===== src/rtl/board_mem_arbiter.sv =====
// board_mem_arbiter: shares the single-port game-board RAM between the CPU
// load/store path and the display scanner, and zero-fills the board on command.
//
//   state | meaning
//   SERVE | arbitrate CPU/display, one grant per cycle
//   CLEAR | write zero to one cell per cycle, requesters held off
module board_mem_arbiter #(
  parameter logic [31:0] BASE_ADDR    = 32'h1000,
  parameter int          NUM_CELLS    = 100,
  parameter int          STARVE_LIMIT = 4
) (
  input  logic        clk,
  input  logic        rst,
  input  logic        cpu_req,
  input  logic        cpu_we,
  input  logic [31:0] cpu_addr,
  input  logic [31:0] cpu_wdata,
  output logic        cpu_gnt,
  output logic        cpu_rvalid,
  output logic [31:0] cpu_rdata,
  output logic        cpu_err,
  input  logic        disp_req,
  input  logic [6:0]  disp_idx,
  output logic        disp_gnt,
  output logic        disp_rvalid,
  output logic [31:0] disp_rdata,
  input  logic        clr_start,
  output logic        clr_busy,
  output logic        clr_done,
  output logic        ram_we,
  output logic [31:0] ram_addr,
  output logic [31:0] ram_wdata,
  input  logic [31:0] ram_rdata
);

  localparam int              CW         = $clog2(NUM_CELLS);
  localparam int              SW         = $clog2(STARVE_LIMIT + 1);
  localparam logic [31:0]     END_ADDR   = BASE_ADDR + 32'(4 * NUM_CELLS);
  localparam logic [CW-1:0]   LAST_CELL  = CW'(NUM_CELLS - 1);
  localparam logic [SW-1:0]   STARVE_MAX = SW'(STARVE_LIMIT);

  typedef enum logic {SERVE, CLEAR} state_t;

  state_t        state_q, state_d;
  logic [CW-1:0] clr_cnt_q;
  logic [SW-1:0] starve_q;

  logic          cpu_in_win;
  logic          disp_in_win;
  logic [31:0]   disp_addr;
  logic [31:0]   clr_addr;

  assign cpu_in_win  = (cpu_addr >= BASE_ADDR) && (cpu_addr < END_ADDR);
  assign disp_in_win = (32'(disp_idx) < 32'(NUM_CELLS));
  assign disp_addr   = BASE_ADDR + {23'b0, disp_idx, 2'b00};
  assign clr_addr    = BASE_ADDR + {{(30 - CW){1'b0}}, clr_cnt_q, 2'b00};

  // Next state, grant selection and RAM port drive; reset forces everything idle.
  always_comb begin
    state_d   = state_q;
    cpu_gnt   = 1'b0;
    disp_gnt  = 1'b0;
    ram_we    = 1'b0;
    ram_addr  = '0;
    ram_wdata = '0;
    clr_busy  = 1'b0;
    case (state_q)
      SERVE: begin
        if (clr_start) begin
          state_d = CLEAR;
        end else if ((starve_q == STARVE_MAX) && disp_req) begin
          disp_gnt = 1'b1;
        end else if (cpu_req) begin
          cpu_gnt = 1'b1;
        end else if (disp_req) begin
          disp_gnt = 1'b1;
        end
        if (cpu_gnt) begin
          ram_addr  = {cpu_addr[31:2], 2'b00};
          ram_we    = cpu_we && cpu_in_win;
          ram_wdata = cpu_wdata;
        end else if (disp_gnt) begin
          ram_addr  = disp_addr;
          ram_wdata = cpu_wdata;
        end
      end
      CLEAR: begin
        clr_busy = 1'b1;
        ram_we   = 1'b1;
        ram_addr = clr_addr;
        if (clr_cnt_q == LAST_CELL) state_d = SERVE;
      end
      default: state_d = SERVE;
    endcase
    if (rst) begin
      state_d   = SERVE;
      cpu_gnt   = 1'b0;
      disp_gnt  = 1'b0;
      ram_we    = 1'b0;
      ram_addr  = '0;
      ram_wdata = '0;
      clr_busy  = 1'b0;
    end
  end

  // State register, clear cell counter and display starvation counter.
  always_ff @(posedge clk or posedge rst) begin
    if (rst) begin
      state_q   <= SERVE;
      clr_cnt_q <= '0;
      starve_q  <= '0;
    end else begin
      state_q <= state_d;
      if (state_q == CLEAR) begin
        clr_cnt_q <= (clr_cnt_q == LAST_CELL) ? '0 : clr_cnt_q + 1'b1;
      end else begin
        if (!disp_req || disp_gnt) starve_q <= '0;
        else if (starve_q != STARVE_MAX) starve_q <= starve_q + 1'b1;
      end
    end
  end

  // Read return path: capture at the end of the grant cycle, one-cycle valid/err/done pulses.
  always_ff @(posedge clk or posedge rst) begin
    if (rst) begin
      cpu_rvalid  <= 1'b0;
      cpu_rdata   <= '0;
      cpu_err     <= 1'b0;
      disp_rvalid <= 1'b0;
      disp_rdata  <= '0;
      clr_done    <= 1'b0;
    end else begin
      cpu_rvalid  <= cpu_gnt && !cpu_we;
      cpu_err     <= cpu_gnt && !cpu_in_win;
      disp_rvalid <= disp_gnt;
      clr_done    <= (state_q == CLEAR) && (clr_cnt_q == LAST_CELL);
      if (cpu_gnt && !cpu_we) cpu_rdata <= cpu_in_win ? ram_rdata : '0;
      if (disp_gnt) disp_rdata <= disp_in_win ? ram_rdata : '0;
    end
  end

endmodule

===== config.mk =====
export PLATFORM = sky130hd
export DESIGN_NAME = board_mem_arbiter
export DESIGN_NICKNAME = d
export VERILOG_FILES = /design/src/rtl/board_mem_arbiter.sv
export SDC_FILE = /design/constraint.sdc
export NUM_CORES = 1
export LEC_CHECK = 0
export ABC_AREA = 1
export CORE_MARGIN = 5
export CORE_UTILIZATION = 40
export CTS_CLUSTER_DIAMETER = 150
export DETAILED_ROUTE_END_ITERATION = 10
export GPL_TIMING_DRIVEN = 1
export PLACE_DENSITY = 0.87
export RECOVER_POWER = 50
export SLEW_MARGIN = 20
export SYNTH_ARGS = -nofsm -noshare
export SYNTH_HDL_FRONTEND = slang
export SYNTH_SLANG_ARGS = --single-unit

===== constraint.sdc =====
create_clock -name clk -period 6.95 [get_ports clk]
set_input_delay 1.0425 -clock clk [delete_from_list [all_inputs] [get_ports clk]]
set_output_delay 1.0425 -clock clk [all_outputs]
set_load 0.005 [all_outputs]

==> summary.txt <==
Timing
  – Unrepaired setup endpoints after global routing: false
  – Final Hold Fails: 0
  – Final Max Slew Viols: 81
  – Post-route setup slack: 1410 ps
  – Tcrit/Tclk final: 79.7%
  – Post-route minimum period: 5540 ps
  – Final hold slack: 478 ps
  – Worst slew pin tran: 4100 ps
  – Top achievable clock speed: 181 MHz
  – Sum of negative setup slack: 0 ps
  – Final setup violation count: 0
  – Slew margin rel.: -174%
  – Clock Skew: 10.0 ps

Detailed routing
  – Iteration count of the initial detailed-routing pass: 5
  – Vias per cell: 4.88
  – Drt drc: 0
  – Vias: 4,457
  – ANT nets after route: 0
  – WL per Instance: 15.5 microns
  – Detailed Route Iter0 Violations: 266
  – Total Wirelength: 14.1 mm

Die
  – Total Die Area: 0.0121 sq mm
  – Top Ports: 245
  – Row cnt: 36
  – Core area: 0.00977 sq mm
  – Die Y: 110 microns
  – Die Wd: 110 microns
  – Starting density of the core: 41.0%

Clock network
  – CTS resizes: 0
  – Worst-path clk slew: 80 ps
  – Worst-case clock buffer depth: 2
  – CTS tree: done
  – Worst-Skew Late Latency: 350 ps
  – Post-CTS setup buffer count: 0
  – Root buffer cell: clkbuf_8
  – Cts hold-fix bufs: 0
  – Number of clock sinks: 79
  – H-tree Lvls: 3
  – CTS Buf Count: 9

Worst setup path
  – Critical-path maximum fanout: 41
  – WP data required: 5910 ps
  – Setup crit start kind: input pin
  – Critical Path AT: 4490 ps
  – Crit path kind: in2out
  – CP endpoint kind: output pin

Synth
  – Cell Area, Synth: 0.00401 sq mm
  – Yosys cell types: 25
  – Flops & latches, synth: 79
  – Syn avg cell area: 7.28 sq um
  – Dominant cells by area after synthesis: dfrtp_1 49%, nand2_1 19%, nand3_1 9.2%, nor2_1 7.2%, inv_1 4.2%
  – Register area share after synthesis: 49.4%
  – Area leader, netlist: dfrtp_1
  – Syn Inst Count: 550
  – Asr flop ratio synth: 100%
  – EDFF count, synth: 0
  – Top cell type's share of synthesized area: 49.4%
  – Synth Flop Type: dfrtp_1
  – Ys Warns: 0

Cells and area
  – Filler cells: 780
  – Cell area after layout: 0.00669 sq mm
  – Ant. Diodes: 0
  – # nets final: 887
  – Most frequent cells in the layout: 208 x nand2_1, 180 x clkdlybuf4s50_1, 79 x dfrtp_1
  – Layout area overhead: 67.0%
  – Most common cell after layout, fill and taps aside: nand2_1
  – Layout cell share with drive strength beyond 1: 3.85%

GRT
  – Vias in the first global route: 4,525
  – Initial antenna violation count: 0
  – First-pass GRT wire length: 22.3 mm
  – Largest net degree at the start of global routing: 81
  – GRT Total Usage: 23.5%
  – Global route overflow: 0

Pwr
  – Clock power share: 29.8%
  – P_sw: 357 uW
  – Switch share: 28.3%
  – Comb pwr share: 25.3%
  – PwrDens: 188 mW/mm^2
  – Final Power: 1260 uW
  – Peak supply drop: 0.110 mV
  – Seq pwr share: 45.0%
  – P_leak: 0.00339 uW
  – Pint: 903 uW

Outcome
  – Status: complete, but fails checks
  – Failing checks: max-capacitance violations, max-slew violations

Place
  – Placed Area: 0.00647 sq mm
  – RePlAce Congestion: 0.852
  – IO buf count: 240
  – Post-DP HPWL: 10.6 mm
  – Post-place setup slack: 1490 ps

Hold path
  – Hold crit path type: reg2reg

Job
  – Max-cap violations: 1
state kept, by name, indices dropped and copies added, names as in the netlist:
register	flops
cpu_err	1
disp_rvalid	1
disp_rdata	32
clr_cnt_q	7
clr_done	1
cpu_rvalid	1
cpu_rdata	32
starve_q	3
state_q	1
kinds of logic after synthesis:
group / count (synthesis) / share of synthesized area (%)
other: 1 / 0.0936
AO/OA/AOI/OAI: 21 / 3.34
XOR/XNOR: 2 / 0.437
AND/OR/NAND/NOR: 365 / 37.5
buffers and inverters: 79 / 8.34
adder cells (fa/ha/maj): 3 / 0.937
flip-flops: 79 / 49.4
through the flow:
step / utilization [%] / std cells
6_report: 68.4 / 913
5_1_grt: 68.4 / 913
4_1_cts: 68.4 / 913
3_5_place_dp: 66.2 / 897
3_3_place_gp: 66.2 / 897
2_1_floorplan: - / 551
power by group through the flow:
stage | logic (uW) | registers, uW | clock network (uW)
floorplan | 120 | 568 | 0
global placement | 323 | 571 | 0
detailed placement | 333 | 574 | 0
CTS | 335 | 566 | 381
global route | 351 | 575 | 406
finish | 318 | 566 | 375
worst max-delay path: stages:
cell and delay, ps:
dlygate4sd3_1 640, nor2_4 560, nand2_2 600, inv_2 760, nand2_1 170, o211ai_1 130, clkdlybuf4s50_1 550
cells in the mapped netlist, types with 2 or more instances:
master	number
a21oi_1	5
buf_2	15
o211ai_1	7
nor2_1	77
inv_1	45
inv_2	4
buf_4	5
nand3_1	74
buf_1	2
ha_1	3
xor2_1	2
clkbuf_1	8
o21ai_0	5
o31ai_1	2
dfrtp_1	79
nand2_1	208
final timing paths:
check / from / to / slack [ps] / cells past startpoint
max: rst / ram_addr[2] / 1410 / 7
min: cpu_rdata[10]$_DFFE_PP0P_ / cpu_rdata[10]$_DFFE_PP0P_ / 480 / 2
max reg2reg: state_q$_DFF_PP0_ / disp_rdata[26]$_DFFE_PP0P_ / 4090 / 5
min reg2reg: cpu_rdata[10]$_DFFE_PP0P_ / cpu_rdata[10]$_DFFE_PP0P_ / 480 / 2
max in group asynchronous: rst / cpu_err$_DFF_PP0_ / 1720 / 3
min in group asynchronous: rst / clr_done$_DFF_PP0_ / 2920 / 3
layer usage:
metal	wire, microns	vias to the layer above	track usage [%]
met4	252	0	5.79
met3	1240	19	6.81
li1	-	2146	-
met1	5490	2076	28.0
met2	7130	216	41.8
met5	0	-	0
area by class of cell:
class	count	area (sq um)	share of cell area (%)
clock inverter	6	93.8	1.40
clock buffer	10	128	1.91
timing repair buffer	243	2420	36.2
sequential	79	1980	29.5
tap	133	166	2.49
inverter	49	185	2.77
multi-input combinational	393	1720	25.7
(Power assumes the default switching activity.)
